[config.mk]
export PLATFORM = sky130hd
export DESIGN_NAME = alu_hilo_unit_flat
export DESIGN_NICKNAME = d
export VERILOG_FILES = /design/src/rtl/alu_hilo_unit_if.sv /design/src/rtl/alu_hilo_unit.sv /design/src/flat_wrapper.sv
export SDC_FILE = /design/constraint.sdc
export NUM_CORES = 1
export LEC_CHECK = 0
export CAP_MARGIN = 10
export CELL_PAD_IN_SITES_DETAIL_PLACEMENT = 1
export CELL_PAD_IN_SITES_GLOBAL_PLACEMENT = 1
export CORE_ASPECT_RATIO = 0.7
export CORE_MARGIN = 10
export CORE_UTILIZATION = 31
export CTS_CLUSTER_DIAMETER = 30
export DETAILED_ROUTE_END_ITERATION = 6
export PLACE_DENSITY_LB_ADDON = 0.2
export SYNTH_ARGS = -nofsm -noshare
export SYNTH_HDL_FRONTEND = slang
export SYNTH_SLANG_ARGS = --single-unit
[constraint.sdc]
create_clock -name CLK -period 2.1 [get_ports CLK]
set_input_delay 0.21 -clock CLK [delete_from_list [all_inputs] [get_ports CLK]]
set_output_delay 0.21 -clock CLK [all_outputs]
set_load 0.01 [all_outputs]
[src/rtl/alu_hilo_unit_if.sv]
// Command/result bundle between the EX stage and the HI/LO sequencer.
// The EX stage (master) issues commands; the sequencer (slave) returns HI/LO and status.
interface alu_hilo_unit_if;
  logic        cmd_valid;
  logic [2:0]  cmd;
  logic [31:0] cmd_a;
  logic [31:0] cmd_b;
  logic        cmd_ready;
  logic [31:0] hi;
  logic [31:0] lo;
  logic        hilo_busy;
  logic        hilo_done;

  modport master (
    output cmd_valid, cmd, cmd_a, cmd_b,
    input  cmd_ready, hi, lo, hilo_busy, hilo_done
  );

  modport slave (
    input  cmd_valid, cmd, cmd_a, cmd_b,
    output cmd_ready, hi, lo, hilo_busy, hilo_done
  );
endinterface

[src/rtl/alu_hilo_unit.sv]
// HI/LO register file and MULT/MULTU sequencer: drives the 32-bit multiplier for the low
// word, then the high word, and captures both halves; also handles MTHI/MTLO writes.
module alu_hilo_unit #(
  parameter int               OPC_W      = 5,
  parameter logic [OPC_W-1:0] OPC_IDLE   = '0,
  parameter logic [OPC_W-1:0] OPC_MULTL  = 5'd24,
  parameter logic [OPC_W-1:0] OPC_MULTH  = 5'd25,
  parameter logic [OPC_W-1:0] OPC_MULTLU = 5'd26,
  parameter logic [OPC_W-1:0] OPC_MULTHU = 5'd27
) (
  input  logic              CLK,
  input  logic              RST,
  alu_hilo_unit_if.slave    ex,
  output logic [OPC_W-1:0]  mul_opcode,
  output logic [31:0]       mul_src1,
  output logic [31:0]       mul_src2,
  input  logic [31:0]       mul_result,
  input  logic              mul_busy,
  input  logic              mul_done
);

  localparam logic [2:0] CMD_MULT  = 3'd1;
  localparam logic [2:0] CMD_MULTU = 3'd2;
  localparam logic [2:0] CMD_MTHI  = 3'd3;
  localparam logic [2:0] CMD_MTLO  = 3'd4;

  typedef enum logic [2:0] {
    S_IDLE    = 3'd0,
    S_LO_REQ  = 3'd1,
    S_LO_WAIT = 3'd2,
    S_HI_REQ  = 3'd3,
    S_HI_WAIT = 3'd4
  } state_t;

  state_t           state_reg;
  logic [OPC_W-1:0] opcode_reg;
  logic [31:0]      src1_reg;
  logic [31:0]      src2_reg;
  logic             sign_reg;
  logic [31:0]      hi_reg;
  logic [31:0]      lo_reg;
  logic             done_reg;

  // The multiplier's busy flag carries no information the done pulse does not already give.
  logic mul_busy_unused;
  assign mul_busy_unused = mul_busy;

  // Opcode is registered together with the state, so each request lasts exactly one cycle.
  always_ff @(posedge CLK) begin
    if (RST) begin
      state_reg  <= S_IDLE;
      opcode_reg <= OPC_IDLE;
      src1_reg   <= '0;
      src2_reg   <= '0;
      sign_reg   <= 1'b0;
      hi_reg     <= '0;
      lo_reg     <= '0;
      done_reg   <= 1'b0;
    end else begin
      done_reg <= 1'b0;
      case (state_reg)
        S_IDLE: begin
          if (ex.cmd_valid) begin
            case (ex.cmd)
              CMD_MULT, CMD_MULTU: begin
                src1_reg   <= ex.cmd_a;
                src2_reg   <= ex.cmd_b;
                sign_reg   <= (ex.cmd == CMD_MULT);
                opcode_reg <= (ex.cmd == CMD_MULT) ? OPC_MULTL : OPC_MULTLU;
                state_reg  <= S_LO_REQ;
              end
              CMD_MTHI: hi_reg <= ex.cmd_a;
              CMD_MTLO: lo_reg <= ex.cmd_a;
              default: ;
            endcase
          end
        end
        S_LO_REQ: begin
          opcode_reg <= OPC_IDLE;
          state_reg  <= S_LO_WAIT;
        end
        S_LO_WAIT: begin
          if (mul_done) begin
            lo_reg     <= mul_result;
            opcode_reg <= sign_reg ? OPC_MULTH : OPC_MULTHU;
            state_reg  <= S_HI_REQ;
          end
        end
        S_HI_REQ: begin
          opcode_reg <= OPC_IDLE;
          state_reg  <= S_HI_WAIT;
        end
        S_HI_WAIT: begin
          if (mul_done) begin
            hi_reg    <= mul_result;
            done_reg  <= 1'b1;
            state_reg <= S_IDLE;
          end
        end
        default: begin
          opcode_reg <= OPC_IDLE;
          state_reg  <= S_IDLE;
        end
      endcase
    end
  end

  assign ex.cmd_ready = (state_reg == S_IDLE);
  assign ex.hilo_busy = (state_reg != S_IDLE);
  assign ex.hi        = hi_reg;
  assign ex.lo        = lo_reg;
  assign ex.hilo_done = done_reg;
  assign mul_opcode   = opcode_reg;
  assign mul_src1     = src1_reg;
  assign mul_src2     = src2_reg;

endmodule

[src/flat_wrapper.sv]
// flat-port wrapper written by rule: the top's interface ports become plain ports
module alu_hilo_unit_flat 
#(
  parameter int               OPC_W      = 5,
  parameter logic [OPC_W-1:0] OPC_IDLE   = '0,
  parameter logic [OPC_W-1:0] OPC_MULTL  = 5'd24,
  parameter logic [OPC_W-1:0] OPC_MULTH  = 5'd25,
  parameter logic [OPC_W-1:0] OPC_MULTLU = 5'd26,
  parameter logic [OPC_W-1:0] OPC_MULTHU = 5'd27
)
  (CLK, RST, mul_opcode, mul_src1, mul_src2, mul_result, mul_busy, mul_done, ex_cmd_valid, ex_cmd, ex_cmd_a, ex_cmd_b, ex_cmd_ready, ex_hi, ex_lo, ex_hilo_busy, ex_hilo_done);
  alu_hilo_unit_if ex_i ();
  input  logic CLK;
  input  logic RST;
  output logic [OPC_W-1:0] mul_opcode;
  output logic [31:0] mul_src1;
  output logic [31:0] mul_src2;
  input  logic [31:0] mul_result;
  input  logic mul_busy;
  input  logic mul_done;
  input wire logic [$bits(ex_i.cmd_valid)-1:0] ex_cmd_valid;
  input wire logic [$bits(ex_i.cmd)-1:0] ex_cmd;
  input wire logic [$bits(ex_i.cmd_a)-1:0] ex_cmd_a;
  input wire logic [$bits(ex_i.cmd_b)-1:0] ex_cmd_b;
  output wire logic [$bits(ex_i.cmd_ready)-1:0] ex_cmd_ready;
  output wire logic [$bits(ex_i.hi)-1:0] ex_hi;
  output wire logic [$bits(ex_i.lo)-1:0] ex_lo;
  output wire logic [$bits(ex_i.hilo_busy)-1:0] ex_hilo_busy;
  output wire logic [$bits(ex_i.hilo_done)-1:0] ex_hilo_done;
  assign ex_i.cmd_valid = ex_cmd_valid;
  assign ex_i.cmd = ex_cmd;
  assign ex_i.cmd_a = ex_cmd_a;
  assign ex_i.cmd_b = ex_cmd_b;
  assign ex_cmd_ready = ex_i.cmd_ready;
  assign ex_hi = ex_i.hi;
  assign ex_lo = ex_i.lo;
  assign ex_hilo_busy = ex_i.hilo_busy;
  assign ex_hilo_done = ex_i.hilo_done;
  alu_hilo_unit #(.OPC_W(OPC_W), .OPC_IDLE(OPC_IDLE), .OPC_MULTL(OPC_MULTL), .OPC_MULTH(OPC_MULTH), .OPC_MULTLU(OPC_MULTLU), .OPC_MULTHU(OPC_MULTHU)) u_core (.CLK(CLK), .RST(RST), .ex(ex_i), .mul_opcode(mul_opcode), .mul_src1(mul_src1), .mul_src2(mul_src2), .mul_result(mul_result), .mul_busy(mul_busy), .mul_done(mul_done));
endmodule
==> qor.txt <==
OUTCOME
--------------------------------------------------------------------------------
Run status                                                             completed

TIMING
--------------------------------------------------------------------------------
Minimum period implied by the final worst setup slack                   1.903 ns
Fin worst setup slack                                                  0.1969 ns
Unrepaired setup endpoints after global routing                            false
Final count of hold timing violations                                          0
Setup TNS                                                                   0 ns
Slew Viols, Final                                                              0
Maximum clock rate                                                    0.5255 GHz
Share of the clock period used by the worst path                          90.62%
Worst clock skew on the final layout                                 0.008851 ns
Number of setup violations in the final report                                 0

GLOBAL ROUTING
--------------------------------------------------------------------------------
Number of antenna violations at the first check in global routing              0
Wire length of the first global-routing pass                            33.02 mm
Via count of the first global-routing pass                                  5730
Global route total overflow                                                    0
Pin count of the biggest net entering global routing                          49
Global router's overall resource usage                                    17.26%

SETUP PATH
--------------------------------------------------------------------------------
CP Class                                                            flip-flop to primary output
Largest fanout on the critical path                                           11
Buffer and inverter count on the worst path                                    1
Largest stage delay on the critical path                                 0.58 ns
CP top delay family                                                 buffers and inverters
R2r worst-path depth                                                           5
Startpoint Class                                                       flip-flop
Arrival time of the worst setup path                                     1.69 ns
CP endpoint kind                                                    primary output
Crit path required time                                                  1.89 ns
CP Depth                                                                       2
Ordered cell list for the critical path                             nor3_4 -> clkdlybuf4s50_1
Crit path max-delay cell type                                       sky130_fd_sc_hd__clkdlybuf4s50_1

LOGIC SYNTHESIS
--------------------------------------------------------------------------------
EDFF count, synth                                                              0
Synth Flop Type                                                     sky130_fd_sc_hd__dfxtp_1
Synth Area per Inst                                                    9.489 µm²
Post-Syn Instances                                                           586
Total of warnings raised by yosys                                              0
Number of synthesized register bits                                          136
Cell area after synthesis                                           0.005560 mm²
Sequential fraction of the synthesis area                                 48.96%
Distinct cell type count after synthesis                                      33
Fraction of registers with async set/reset                                    0%
Mapped Nets                                                                  690

CLOCKING
--------------------------------------------------------------------------------
Clock buffers created by TritonCTS                                            17
Depth of the CTS H-tree                                                        4
Hold buffers post-CTS                                                          0
Count of clock tree sinks                                                    136
CTS tree                                                                     yes
Number of buffers on the longest clock path                                    2
Buffer cell driving the clock tree root                             sky130_fd_sc_hd__clkbuf_16
CTS clock-pin slew for the worst setup and hold paths                    0.06 ns
Clock insertion delay at the later pin of the skew report                0.42 ns

ROUTING
--------------------------------------------------------------------------------
Iter 0 DRT Violations                                                        266
Total Routed Length                                                     20.98 mm
Total number of vias                                                        5146
Average routed wire per standard cell                                   19.94 µm
Via count normalized by instance count                                     4.892
Number of detailed-routing iterations run before antenna repair                4
Antenna-violating nets left                                                    0
Drt drc                                                                        0

POWER
--------------------------------------------------------------------------------
Peak ir drop on the vdd network                                        0.5034 mV
Ratio of total power to cell area                                   821.5 mW/mm²
Static power due to leakage                                             3.535 nW

LAYOUT
--------------------------------------------------------------------------------
Area growth from synthesis to layout                                      59.70%
Final net count                                                              913
Number of inserted filler cells in the final layout                         1925
Proportion of layout cells with a drive suffix above 1                    7.674%
Antenna Diode Count                                                            0

FLOORPLAN
--------------------------------------------------------------------------------
Vert. Die Dim                                                           132.1 µm
I/O pin count                                                                240
Floorplan die area                                                   0.02378 mm²
Horizontal extent of the die                                            180.1 µm
Area of the core                                                     0.01737 mm²
Standard-cell rows                                                            40
Starting density of the core                                              32.02%

JOB
--------------------------------------------------------------------------------
Maxcap violations                                                              0

PLACED DESIGN
--------------------------------------------------------------------------------
Final estimated routing congestion in global placement                    0.8135
Count of buffers from port buffering                                         237
Worst-case setup slack after placement                                0.07362 ns
HPWL after DPL                                                          15.45 mm

WORST HOLD PATH
--------------------------------------------------------------------------------
Class of the tightest hold or removal check                         primary input to flip-flop
Instance count along the most critical hold path                               2

[metal layers]
| metal | vias to the layer above | wire length (µm) | global-route usage (%) |
|---|---|---|---|
| met5 | - | 0 | 0 |
| met4 | 0 | 264 | 5.452 |
| met1 | 2489 | 8815 | 19.49 |
| met2 | 162 | 9955 | 28.84 |
| li1 | 2473 | - | - |
| met3 | 22 | 1946 | 7.378 |
[cell type report]
class                           instances  area, µm²  share of cell area [%]
Sequential cell                       136       2724                   30.67
Timing Repair Buffer                  256       2613                   29.42
Multi-Input combinational cell        396       2570                   28.94
Clock buffer                           20      456.7                   5.143
Tap cell                              231      289.0                   3.255
Clock inverter                         11      220.2                   2.480
Inverter                                2      7.507                 0.08454
[report_power, final]
part | internal (mW) | switching [mW] | leakage [nW] | total, mW
registers | 2.71 | 0.0802 | 1.11 | 2.79
logic | 0.579 | 0.462 | 2.11 | 1.04
clock network | 2.29 | 1.18 | 0.319 | 3.47
total | 5.57 | 1.72 | 3.54 | 7.29
[metrics by stage]
step	hold WS, ns	utilization, %	instance area (µm²)	cells	power [mW]
6_report	0.1688	51.13	8880	1052	7.295
2_1_floorplan	0.3539	-	5560	586	3.272
4_1_cts	0.1544	51.13	8880	1052	7.392
3_3_place_gp	0.4585	47.19	8195	1020	3.851
3_5_place_dp	0.4812	47.19	8195	1020	3.891
5_1_grt	0.1754	51.13	8880	1052	7.594
[Yosys cell counts, types with 2 or more instances]
cell type	n	area, µm²
sky130_fd_sc_hd__inv_1	2	7.510
sky130_fd_sc_hd__buf_2	12	60.06
sky130_fd_sc_hd__buf_6	3	33.78
sky130_fd_sc_hd__dfxtp_1	136	2723
sky130_fd_sc_hd__mux2i_1	96	960.9
sky130_fd_sc_hd__a2111oi_2	6	90.09
sky130_fd_sc_hd__buf_4	11	82.58
sky130_fd_sc_hd__nand2b_1	2	12.51
sky130_fd_sc_hd__nand3_1	2	10.01
sky130_fd_sc_hd__nor2b_1	2	12.51
sky130_fd_sc_hd__o21ai_0	4	20.02
sky130_fd_sc_hd__a2111oi_1	26	260.3
sky130_fd_sc_hd__a211oi_1	32	240.2
sky130_fd_sc_hd__a21oi_1	5	25.02
sky130_fd_sc_hd__nor2_1	198	743.2
sky130_fd_sc_hd__clkbuf_1	26	97.59
sky130_fd_sc_hd__nand2_1	5	18.77
sky130_fd_sc_hd__nor3_1	3	15.01
[kinds of logic after synthesis]
| kind of cell | synth area share [%] |
|---|---|
| AOI/OAI and AO/OA | 12.26 |
| xor gates and xnor gates | 0.3151 |
| buffers and inverters | 5.063 |
| DFF | 48.96 |
| muxes | 17.28 |
| other | 0.06744 |
| and+or+nand+nor | 16.04 |
[cells in the final DEF (no fill, tap or decap), types with 6 or more instances in the layout]
cell and instances:
sky130_fd_sc_hd__clkbuf_16 17, sky130_fd_sc_hd__a2111oi_1 26, sky130_fd_sc_hd__nor2_1 198, sky130_fd_sc_hd__buf_12 8, sky130_fd_sc_hd__mux2i_1 96, sky130_fd_sc_hd__dfxtp_1 135, sky130_fd_sc_hd__clkdlybuf4s50_1 236, sky130_fd_sc_hd__bufinv_16 6
sky130_fd_sc_hd__buf_4 12, sky130_fd_sc_hd__a211oi_1 32, sky130_fd_sc_hd__a2111oi_2 6
[what timing repair did]
item	4_1_cts	5_1_grt
gates resized for setup	0	0
setup endpoints to repair	2	0
buffers inserted	1	0
[worst paths after layout]
kind	slack (ns)	start	end
setup / recovery	0.20	u_core.state_reg[1]	ex_cmd_ready
hold / removal	0.17	RST	u_core.mul_src1[27]
setup reg to reg	0.28	u_core.state_reg[0]	u_core.ex.hi[24]
hold reg to reg	0.48	u_core.state_reg[2]	u_core.state_reg[1]
(Power assumes the default switching activity.)
